## src/rtl/debug_command_control.sv

```systemverilog
// UART debug command sequencer: program load, run/step gating of the
// pipeline clock enable, and state-dump handshake.
module debug_command_control #(
  parameter int NBITS = 32,
  parameter int IM_ADDR_LENGTH = 10,
  parameter int IM_MEM_SIZE = 1024,
  parameter logic [NBITS-1:0] HALT_WORD = {NBITS{1'b1}}
) (
  input  logic                      clk,
  input  logic                      reset,
  input  logic [7:0]                rx_data,
  input  logic                      rx_done,
  input  logic                      halt_detected,
  input  logic                      send_done,
  output logic                      im_wr_en,
  output logic [IM_ADDR_LENGTH-1:0] im_wr_addr,
  output logic [NBITS-1:0]          im_wr_data,
  output logic                      cpu_enable,
  output logic                      cpu_clear,
  output logic                      send_flag,
  output logic                      busy
);

  localparam int NBYTES = NBITS / 8;
  localparam int CW = (NBYTES > 1) ? $clog2(NBYTES) : 1;
  localparam logic [CW-1:0] LAST_BYTE = CW'(NBYTES - 1);
  localparam logic [IM_ADDR_LENGTH-1:0] LAST_ADDR =
    IM_ADDR_LENGTH'(IM_MEM_SIZE - 1);

  localparam logic [7:0] CMD_L = 8'h4C;
  localparam logic [7:0] CMD_C = 8'h43;
  localparam logic [7:0] CMD_S = 8'h53;
  localparam logic [7:0] CMD_E = 8'h45;

  typedef enum logic [3:0] {
    IDLE,
    LOAD,
    LOAD_WR,
    LOAD_END,
    RUN,
    STEP_WAIT,
    STEP_EXEC,
    SEND_START,
    SEND_WAIT
  } state_t;

  state_t                    state;
  logic [CW-1:0]             cnt;
  logic [IM_ADDR_LENGTH-1:0] addr;
  logic [NBITS-1:0]          shift;
  logic                      ret_step;
  logic                      rx;
  logic [NBITS-1:0]          word_next;

  // A byte arriving together with send_done is dropped.
  assign rx = rx_done & ~send_done;
  assign word_next = {shift[NBITS-9:0], rx_data};

  always_ff @(posedge clk) begin
    if (reset) begin
      state      <= IDLE;
      cnt        <= '0;
      addr       <= '0;
      shift      <= '0;
      ret_step   <= 1'b0;
      im_wr_en   <= 1'b0;
      im_wr_addr <= '0;
      im_wr_data <= '0;
      cpu_enable <= 1'b0;
      cpu_clear  <= 1'b0;
      send_flag  <= 1'b0;
      busy       <= 1'b0;
    end else begin
      im_wr_en  <= 1'b0;
      cpu_clear <= 1'b0;
      send_flag <= 1'b0;
      case (state)
        IDLE: begin
          cpu_enable <= 1'b0;
          if (rx) begin
            if (rx_data == CMD_L) begin
              state <= LOAD;
              addr  <= '0;
              cnt   <= '0;
              busy  <= 1'b1;
            end else if (rx_data == CMD_C) begin
              state      <= RUN;
              cpu_enable <= 1'b1;
              busy       <= 1'b1;
            end else if (rx_data == CMD_S) begin
              state <= STEP_WAIT;
              busy  <= 1'b1;
            end
          end
        end
        LOAD: begin
          if (rx) begin
            shift <= word_next;
            if (cnt == LAST_BYTE) begin
              cnt        <= '0;
              state      <= LOAD_WR;
              im_wr_en   <= 1'b1;
              im_wr_addr <= addr;
              im_wr_data <= word_next;
            end else begin
              cnt <= cnt + 1'b1;
            end
          end
        end
        LOAD_WR: begin
          if (shift == HALT_WORD || addr == LAST_ADDR) begin
            state     <= LOAD_END;
            cpu_clear <= 1'b1;
          end else begin
            addr  <= addr + 1'b1;
            state <= LOAD;
          end
        end
        LOAD_END: begin
          state <= IDLE;
          busy  <= 1'b0;
        end
        RUN: begin
          if (halt_detected) begin
            cpu_enable <= 1'b0;
            ret_step   <= 1'b0;
            state      <= SEND_START;
          end else begin
            cpu_enable <= 1'b1;
          end
        end
        STEP_WAIT: begin
          cpu_enable <= 1'b0;
          if (rx && rx_data == CMD_S) begin
            ret_step <= 1'b1;
            if (halt_detected) begin
              state <= SEND_START;
            end else begin
              cpu_enable <= 1'b1;
              state      <= STEP_EXEC;
            end
          end else if (rx && rx_data == CMD_E) begin
            state <= IDLE;
            busy  <= 1'b0;
          end
        end
        STEP_EXEC: begin
          cpu_enable <= 1'b0;
          ret_step   <= 1'b1;
          state      <= SEND_START;
        end
        SEND_START: begin
          cpu_enable <= 1'b0;
          send_flag  <= 1'b1;
          state      <= SEND_WAIT;
        end
        SEND_WAIT: begin
          cpu_enable <= 1'b0;
          if (send_done) begin
            state <= ret_step ? STEP_WAIT : IDLE;
            busy  <= ret_step;
          end
        end
        default: begin
          state      <= IDLE;
          cnt        <= '0;
          im_wr_en   <= 1'b0;
          im_wr_addr <= '0;
          im_wr_data <= '0;
          cpu_enable <= 1'b0;
          cpu_clear  <= 1'b0;
          send_flag  <= 1'b0;
          busy       <= 1'b0;
        end
      endcase
    end
  end

endmodule

```

## config.mk

```make
export PLATFORM = sky130hd
export DESIGN_NAME = debug_command_control
export DESIGN_NICKNAME = d
export VERILOG_FILES = /design/src/rtl/debug_command_control.sv
export SDC_FILE = /design/constraint.sdc
export NUM_CORES = 1
export LEC_CHECK = 0
export ABC_AREA = 1
export CAP_MARGIN = 20
export CORE_MARGIN = 4
export CORE_UTILIZATION = 45
export CTS_BUF_LIST = sky130_fd_sc_hd__clkbuf_4 sky130_fd_sc_hd__clkbuf_8
export CTS_CLUSTER_DIAMETER = 100
export DETAILED_ROUTE_END_ITERATION = 7
export GPL_ROUTABILITY_DRIVEN = 0
export PLACE_DENSITY = 0.73
export SKIP_LAST_GASP = 1
export SLEW_MARGIN = 20
export SYNTH_ARGS = -nofsm -noshare
export SYNTH_HDL_FRONTEND = slang
export SYNTH_SLANG_ARGS = --single-unit
```

## constraint.sdc

```tcl
create_clock -name clk -period 2.4 [get_ports clk]
set_clock_uncertainty 0.2 [all_clocks]
set_input_delay 0.48 -clock clk [delete_from_list [all_inputs] [get_ports clk]]
set_output_delay 0.48 -clock clk [all_outputs]
set_load 0.01 [all_outputs]
```

-- Word level (Yosys, flattened, before mapping)
Index checks and enable logic that the tools add are counted.
- register bits: 96
- input port bits: 13
- output and inout port bits: 47
- add/sub/neg operators: 2
- equal/unequal tests: 27
- multiplexer cells: 49
- bitwise gates (word level): 8
- reductions and logical operators: 19
- operators by type and width (cell ; number):
    $mux W32 ; 2
    $pmux W32 S2 ; 1
    $mux W10 ; 5
    $mux W4 ; 10
    $pmux W10 S2 ; 2
    $eq A32 B32 Y1 const B ; 1
    $eq A8 B7 Y1 const B ; 4
    $pmux W4 S8 ; 1
    $ne A2 B2 Y1 const B ; 10
    $mux W1 ; 18
    $eq A4 B3 Y1 const B ; 4
    $add A10 B1 Y10 const B ; 1
    $eq A10 B10 Y1 const B ; 1
    $mux W2 ; 5
    $eq A4 B2 Y1 const B ; 2
    $pmux W1 S4 ; 2
    $reduce_and A4 Y1 ; 2
    $reduce_or A8 Y1 ; 1
    $not A1 Y1 ; 7
    $reduce_and A7 Y1 ; 1
    $reduce_or A7 Y1 ; 1
    $pmux W2 S3 ; 1
    $reduce_and A3 Y1 ; 2
    $reduce_and A6 Y1 ; 1
    18 further kinds ; 20

-- Logic depth before layout (Yosys ltp)
Gate-level depths: netlist of run 1.
- depth in word-level cells: 6
- mapped depth: 12
- gate-level depth less buffers: 12

-- Worst setup path after synthesis of run 1
Ideal clock, no wire load.
- path type: input to register
- start point: input port send_done
- end point: register im_wr_addr[0]
- setup time: 0.128 ns
- arrival time: 1.513 ns
- slack: 0.559 ns
- stages on the path: 10
- path through: inv_1 > nand2_1 > inv_1 > a21oi_1 > nor3b_2 > buf_6 > buf_6 > nand2_1 > o21ai_1 > nor2_1
- word-level cells in the longest chain between the ends: 4
- RTL lines (element ; line ; source):
    from (decl) ; 14 ; input logic send_done,
    $not A1 Y1 ; 56 ; assign rx = rx_done & ~send_done;
    $and A1 B1 Y1 ; 56 ;
    $ne A2 B2 Y1 (no source line) ; n/a ;
    $reduce_and A3 Y1 (no source line) ; n/a ;
    to (signal assigned) ; 103 ; im_wr_addr <= addr;
    to (decl) ; 16 ; output logic [IM_ADDR_LENGTH-1:0] im_wr_addr,
No other way between the ends.
A chain may end at the register's enable or synchronous reset.

-- Worst setup path after layout of run 1
- start point: register state[1]
- end point: register im_wr_addr[8]
- word-level cells in the longest chain between the ends: 4
- RTL lines (element ; line ; source):
    from (decl) ; 47 ; state_t state;
    from (signal assigned) ; 160 ; state <= ret_step ? STEP_WAIT : IDLE;
    $eq A4 B4 Y1 (tied with other cells) ; 77 ; case (state)
    $reduce_or A8 Y1 (no source line) ; n/a ;
    $not A1 Y1 (no source line) ; n/a ;
    $reduce_and A3 Y1 (no source line) ; n/a ;
Parallel ways exist; a longest one is shown, timed or not.

==> metrics.txt, run 1 <==
antenna diode count 0; Post-Syn Nets 661; placed cell areas 0.00510 mm^2; RSZ-0062 raised after global routing no; post-route ant nets 0; layout cell share with drive strength beyond 1 0.0623; hold crit path type reg -> reg; cells after synthesis 646; EDFF count, synth 0; Syn Area/Cell 6.70 um^2; I/O Pins 60; Worst Slack Setup Final 0.286 ns; Post-CTS Setup Bufs 0; Max-slew headroom 0.750; status complete, no violations; fin area 0.00531 mm^2; endpoints failing hold 0; period utilisation layout 0.881; max cap viols 0; final-layout fill cell count 919; Yosys top cell area share 0.444; Final setup viols 0; Most used DFF post-synth dfxtp_1; Setup WS pre-CTS 0.00977 ns; max-slew violations 0; IO buf count 59; final core utilization 0.572; GRT overflow 0; drt wl/cell 11.8 um; Synth top cells by count nand2_1, nor2_1, dfxtp_1; CTS tree yes; first-pass GRT wire length 17.1 mm; worst vdd ir 0.269 mV; Yosys warning count 0; Area Growth Syn to Fin 22.7%; DR vias/cell 4.92; critical path class reg -> reg; clk slew on worst S/H paths 0.09 ns; drt total wl 9.83 mm; DP Cell Count 819; ys async rst share 0; initial antenna violation count 0; leakage power 2.01 nW; CP max FO 84; Mapped Area 0.00433 mm^2; CORE AREA 0.00928 mm^2; post-CTS sizing 0; Finished Layout Cells 835; Yosys top cell by area dfxtp_1; Worst setup EP type register; vias in the first global route 3777; Setup crit start kind register; Seq/Total Area, Yosys 0.444; Reg area 0.00192 mm^2; Distinct cells, synth 27; Starting DRT DRC Count 186; most common cell in the netlist nand2_1; dpl hpwl 7.05 mm; Max Root-Sink Buffers 2; area of the multi-input gates 0.00202 mm^2; worst hold slack 0.267 ns; Worst EP required 2.46 ns; H-tree depth 3; CTS sink count 96; Starting Density 0.466; hold-fix buffers at CTS 0; Nets 716; clock root cell clkbuf_8; Die H 106 um; Num CTS Buffers 9; fmax 0.473 GHz; TNS Setup 0 ns; Worst Path Arrival 2.18 ns; Worst-Margin Slew 0.376 ns; synthesized flop and latch total 96; Die Wd 106 um; total power of the final layout 2.88 mW; most area-consuming cells after synthesis dfxtp_1, nand2_1, nor2_1; die area 0.0113 mm^2; Vias 4107; pwr dens 543 mW/mm^2; # DRC 0; fin crit period 2.11 ns; clock latency on the worst-skew pair 0.36 ns; GR Util All Layers 0.183; largest net degree at the start of global routing 85; Initial DRT Pass Iterations 5; row count 35
-- layer usage --
layer / routed length [um] / vias to the layer above / global-route usage
met5: 0 / - / 0
met4: 141 / 0 / 0.0657
met3: 355 / 10 / 0.0255
met2: 4960 / 79 / 0.320
met1: 4370 / 1859 / 0.229
li1: - / 2159 / -
-- registers in the layout (all words and copies together) (netlist names) --
name and flops:
im_wr_addr 10, busy 1, addr 10, ret_step 1
cnt 2, im_wr_en 1, state 4, im_wr_data 32
shift 32, cpu_enable 1, cpu_clear 1, send_flag 1
-- kinds of logic after synthesis --
family	count (synthesis)	synth area share
buffers and inverters	92	0.0905
adder cells (fa/ha/maj)	2	0.00578
AO/OA/AOI/OAI	121	0.142
XOR/XNOR	4	0.00809
AND/OR/NAND/NOR	331	0.310
flip-flops	96	0.444
-- layout make-up --
class	count	area share
Multi-Input combinational cell	458	0.381
Sequential cell	96	0.362
Timing Repair Buffer	77	0.146
Inverter	59	0.0417
Tap cell	129	0.0304
Clock buffer	10	0.0247
Clock inverter	6	0.0144
-- power breakdown --
part           switching [mW]  leakage (nW)  internal, mW
Combinational          0.0937          1.13        0.0753
Sequential            0.00729         0.773          1.60
Clock                   0.591         0.107         0.512
-- path summary, 6_finish.rpt --
check | startpoint | endpoint | slack, ns | cells past startpoint
worst max-delay path | state[1]$_SDFFE_PP0P_ | im_wr_addr[8]$_SDFFE_PP0P_ | 0.29 | 9
worst min-delay path | shift[25]$_SDFFE_PP0P_ | shift[25]$_SDFFE_PP0P_ | 0.27 | 2
worst max register to register | state[1]$_SDFFE_PP0P_ | im_wr_addr[8]$_SDFFE_PP0P_ | 0.29 | 9
worst min register to register | shift[25]$_SDFFE_PP0P_ | shift[25]$_SDFFE_PP0P_ | 0.27 | 2
-- placed cells by master (no fill, tap or decap), drive strengths merged --
master | netlist | routed
bufinv | 0 | 1
nand4 | 7 | 7
buf | 14 | 18
xor2 | 3 | 3
inv | 58 | 61
nand2 | 155 | 155
o2111ai | 1 | 1
nor3b | 1 | 1
clkdlybuf4s50 | 0 | 59
xnor2 | 1 | 1
a21oi | 52 | 52
nor3 | 3 | 3
clkinv | 1 | 3
dfxtp | 96 | 96
o21ai | 67 | 67
nand3b | 1 | 1
nor2 | 129 | 129
clkbuf | 19 | 10
a41oi | 1 | 1
ha | 2 | 2
nand3 | 35 | 35
-- worst max-delay path: stages, from the launching register on --
cell     delay (ns)
dfxtp_1        0.46
nor2_1         0.15
nand3_1        0.09
nand2_1        0.06
nor2_1         0.16
nor3b_4        0.25
buf_12         0.29
o21ai_0        0.16
nand2_1        0.09
nor2_1         0.04
(Power assumes the default switching activity.)
==> inputs of run 2 (changes only) <==
CAP_MARGIN = unset   (was 20)
CORE_ASPECT_RATIO = 1.75   (was unset)
SLEW_MARGIN = 5   (was 20)
==> run 2 against run 1 <==
Net effect: core utilization is 0.082 points lower; global-route usage up 0.43 points; count of clock-buffer cells in the layout unchanged; sequential share of layout area decreased by 0.43 points; largest cell class unchanged; maximum frequency grew 3.0%; design area is 1.2% higher; non-clock buffer count rose by 6; first-iteration DRC count grew 12%; critical path depth did not move; power up 4.8%.
==> metrics.txt, run 2 (synthesized netlist as in run 1, its figures left out) <==
Worst R2R Path Depth 9; antenna diode count 0; Post-CTS Setup Bufs 0; CTS sink count 96; # DRC 0; commonest non-fill, non-tap cells in the layout nand2_1, nor2_1, dfxtp_1; Worst-Margin Slew 0.428 ns; max-slew violations 0; critical path endpoint im_wr_data[9]$_SDFFE_PP0P_; hold crit path type reg -> reg; RSZ-0062 raised after global routing no; leakage power 2.05 nW; CP dominant cell by count nor2_1; dpl hpwl 7.39 mm; most common cell after layout, fill and taps aside nand2_1; max cap viols 0; IO buf count 59; Setup crit start state[1]$_SDFFE_PP0P_; Slowest cell on crit path dfxtp_1; Worst setup EP type register; drt wl/cell 12.1 um; CTS tree yes; clk slew on worst S/H paths 0.10 ns; die area 0.0113 mm^2; Worst Path Arrival 2.12 ns; clock root cell clkbuf_8; Starting DRT DRC Count 209; Area Growth Syn to Fin 24.1%; Die Wd 82.1 um; status complete, no violations; top flop regs im_wr_data: 32 flops, shift: 32 flops; TNS Setup 0 ns; Starting Density 0.460; R2R Setup Slk 0.35 ns; pwr dens 563 mW/mm^2; DR vias/cell 5.00; Num CTS Buffers 9; Setup WS pre-CTS 0.0647 ns; Nets 722; GR Util All Layers 0.187; GRT overflow 0; CORE AREA 0.00941 mm^2; critical path cell sequence nor2_1 > nand3_1 > nand2_1 > nor2_1 > nor3b_4 > buf_12 > o21ai_0 > nand2_1 > nor2_1; row count 47; worst vdd ir 0.257 mV; drt total wl 10.1 mm; largest net degree at the start of global routing 64; hold-fix buffers at CTS 0; first-pass GRT wire length 16.6 mm; post-route ant nets 0; Die H 138 um; endpoints failing hold 0; Max Root-Sink Buffers 2; post-CTS sizing 0; CP max FO 60; fin crit period 2.05 ns; clock latency on the worst-skew pair 0.37 ns; Initial DRT Pass Iterations 4; initial antenna violation count 0; CP max stage delay 0.46 ns; Critical R2R Capture im_wr_data[9]$_SDFFE_PP0P_; I/O Pins 60; period utilisation layout 0.855; Max-slew headroom 0.713; fmax 0.487 GHz; layout cell share with drive strength beyond 1 0.0702; Worst EP required 2.47 ns; Worst Slack Setup Final 0.348 ns; vias in the first global route 3856; Setup crit start kind register; reg2reg start state[1]$_SDFFE_PP0P_; Vias 4171; Final setup viols 0; H-tree depth 3; critical path class reg -> reg
-- run 2: changes by cell type in the layout (fill, tap and decap cells not counted) --
cell	before	now
clkinv_4	2	1
buf_4	14	20
clkbuf_8	9	10
bufinv_16	1	2
clkbuf_4	1	0
-- run 2: worst min path at each step --
stage                     cells after the start                endpoint              startpoint  slack [ns]
after global placement                        2  shift[30]$_SDFFE_PP0P_  shift[30]$_SDFFE_PP0P_        0.25
after floorplan                               2   ret_step$_SDFFE_PP0P_   ret_step$_SDFFE_PP0P_        0.24
after CTS                                     2  shift[30]$_SDFFE_PP0P_  shift[30]$_SDFFE_PP0P_        0.27
after detailed placement                      2  shift[30]$_SDFFE_PP0P_  shift[30]$_SDFFE_PP0P_        0.26
final                                         2  shift[29]$_SDFFE_PP0P_  shift[29]$_SDFFE_PP0P_        0.27
after global routing                          2  shift[30]$_SDFFE_PP0P_  shift[30]$_SDFFE_PP0P_        0.28
-- run 2: cell type report --
class	count	area, um^2
timing repair buffer	83	821
tap	122	153
clock inverter	6	97.6
sequential	96	1920
clock buffer	10	138
multi-input combinational	458	2020
inverter	59	221
fill	912	4040
-- run 2: report_power, final --
part	total, mW	internal, mW	switching, mW
clock	1.24	0.632	0.605
combinational	0.173	0.0781	0.0953
sequential	1.61	1.60	0.00743
total	3.02	2.32	0.708
-- run 2: per-layer routing --
metal / global-route usage / wire length, um
met5: 0 / 0
met2: 0.340 / 5370
met4: 0.0961 / 365
met3: 0.0334 / 324
met1: 0.200 / 4050
-- run 2: per-stage QoR --
step	hold WS [ns]	utilization	cell area, um^2	std cells	power (mW)
floorplan	0.240	-	4330	646	1.74
global placement	0.246	0.546	5140	818	1.82
detailed placement	0.256	0.546	5140	818	1.82
CTS	0.270	0.571	5370	834	3.05
global route	0.278	0.571	5370	834	3.12
finish	0.268	0.571	5370	834	3.02
-- run 2: critical path, delay by kind of cell (launching register included) --
family          cells  cell delay, ns
simple gates        7            0.85
flops               1            0.46
buf+inv             1            0.26
compound gates      1            0.16
==> inputs of run 3 (changes only) <==
CORE_UTILIZATION = 39   (was 45)
PLACE_DENSITY = 0.65   (was 0.73)
==> run 3 against run 2 <==
Net effect: design area down 1.1%; routed wire length rose by 5.1%; sequential share of layout area increased by 0.41 points; flip-flop and latch count unchanged; die area rose by 14%; clock power decreased by 22%; via count shrank 1.9%.
==> metrics.txt, run 3 (synthesized netlist as in run 1, its figures left out) <==
Worst Path Arrival 2.15 ns; max cap viols 0; CP max FO 56; fmax 0.482 GHz; leakage power 2.02 nW; DR vias/cell 4.86; Post-CTS Setup Bufs 0; Final setup viols 0; GRT overflow 0; Worst R2R Path Depth 9; post-CTS sizing 0; Initial DRT Pass Iterations 5; post-route ant nets 0; Worst-Margin Slew 0.416 ns; largest net degree at the start of global routing 64; met3 track demand over resource 0.0318; drt total wl 10.6 mm; hold crit path type reg -> reg; layout cell share with drive strength beyond 1 0.0702; commonest non-fill, non-tap cells in the layout nand2_1, nor2_1, dfxtp_1; fin crit period 2.08 ns; Worst setup EP type register; pwr dens 519 mW/mm^2; Max-slew headroom 0.721; endpoints failing hold 0; met2 Usage GRT 0.311; IO buf count 59; H-tree depth 3; max-slew violations 0; initial antenna violation count 0; drt wl/cell 12.6 um; period utilisation layout 0.865; GR Util All Layers 0.172; critical path class reg -> reg; Critical R2R Capture im_wr_data[31]$_SDFFE_PP0P_; Hold Crit Start shift[26]$_SDFFE_PP0P_; worst vdd ir 0.253 mV; I/O Pins 60; Nets 722; row count 50; antenna diode count 0; total power of the final layout 2.76 mW; clk slew on worst S/H paths 0.09 ns; clock root cell clkbuf_8; status complete, no violations; Max Root-Sink Buffers 2; most used routing layer met2; vias in the first global route 3949; top flop regs im_wr_data: 32 flops, shift: 32 flops; R2R Setup Slk 0.32 ns; Starting Density 0.402; Area Growth Syn to Fin 22.7%; most common cell after layout, fill and taps aside nand2_1; clock latency on the worst-skew pair 0.37 ns; dpl hpwl 7.84 mm; # DRC 0; first-pass GRT wire length 17.9 mm; CTS tree yes; Die Wd 87.6 um; hold path depth 2; RSZ-0062 raised after global routing no; Setup crit start kind register; Worst EP required 2.47 ns; CORE AREA 0.0108 mm^2; Vias 4090; Starting DRT DRC Count 210; reg2reg start state[1]$_SDFFE_PP0P_; die area 0.0129 mm^2; TNS Setup 0 ns; Hold EP shift[26]$_SDFFE_PP0P_; met1 Use GR 0.188; Num CTS Buffers 9; Die H 147 um; hold-fix buffers at CTS 0; CTS sink count 96
==> run 3: cell count changes in the layout (fill, tap and decap cells not counted) <==
cell	previous run	this run
buf_12	4	3
buf_4	20	21
bufinv_16	2	0
clkbuf_4	0	1
clkinv_2	0	3
clkinv_4	1	0
clkinvlp_4	0	1
inv_6	2	1
inv_8	1	0
==> run 3: layout make-up <==
type	instances	area (um^2)
sequential	96	1920
inverter	59	221
clock buffer	11	145
clock inverter	5	31.3
multi-input combinational	458	2020
tap	130	163
timing repair buffer	83	808
fill	1111	5450
==> run 3: stage by stage <==
stage	hold slack [ns]	worst slack (ns)	instance area [um^2]	util	instances
final	0.265	0.323	5310	0.494	842
after global routing	0.288	0.103	5310	0.494	842
after CTS	0.268	0.340	5310	0.494	842
after detailed placement	0.254	0.00600	5140	0.477	826
after global placement	0.248	0.0161	5140	0.477	826
after floorplan	0.240	0.559	4330	-	646
==> run 3: worst max-delay path, cell delays in order, from the launching register on <==
cell and delay [ns]:
dfxtp_1 0.45, nor2_1 0.15, nand3_1 0.09, nand2_1 0.05, nor2_1 0.18, nor3b_4 0.28
buf_12 0.26, o21ai_0 0.14, nand2_1 0.10, nor2_1 0.05
==> run 3: metal layers <==
layer / routed length [um] / vias up
li1: - / 2163
met1: 4170 / 1826
met2: 5750 / 76
met3: 379 / 25
met4: 324 / 0
met5: 0 / -
==> run 3: where the power goes <==
| part | total [mW] | switching [mW] | internal [mW] |
|---|---|---|---|
| combinational | 0.175 | 0.0980 | 0.0770 |
| sequential | 1.61 | 0.00720 | 1.60 |
| clock | 0.970 | 0.555 | 0.415 |
| total | 2.76 | 0.660 | 2.10 |
==> run 3: worst max path at each step <==
stage	startpoint	to	slack (ns)	cells after the start
global placement	rx_data[6]	state[0]$_SDFFE_PP0P_	0.02	12
CTS	state[1]$_SDFFE_PP0P_	im_wr_data[31]$_SDFFE_PP0P_	0.34	9
floorplan	send_done	im_wr_addr[0]$_SDFFE_PP0P_	0.56	10
finish	state[1]$_SDFFE_PP0P_	im_wr_data[31]$_SDFFE_PP0P_	0.32	9
global route	state[1]$_SDFFE_PP0P_	im_wr_data[10]$_SDFFE_PP0P_	0.10	9
detailed placement	rx_data[6]	addr[0]$_SDFFE_PP0P_	0.006	10
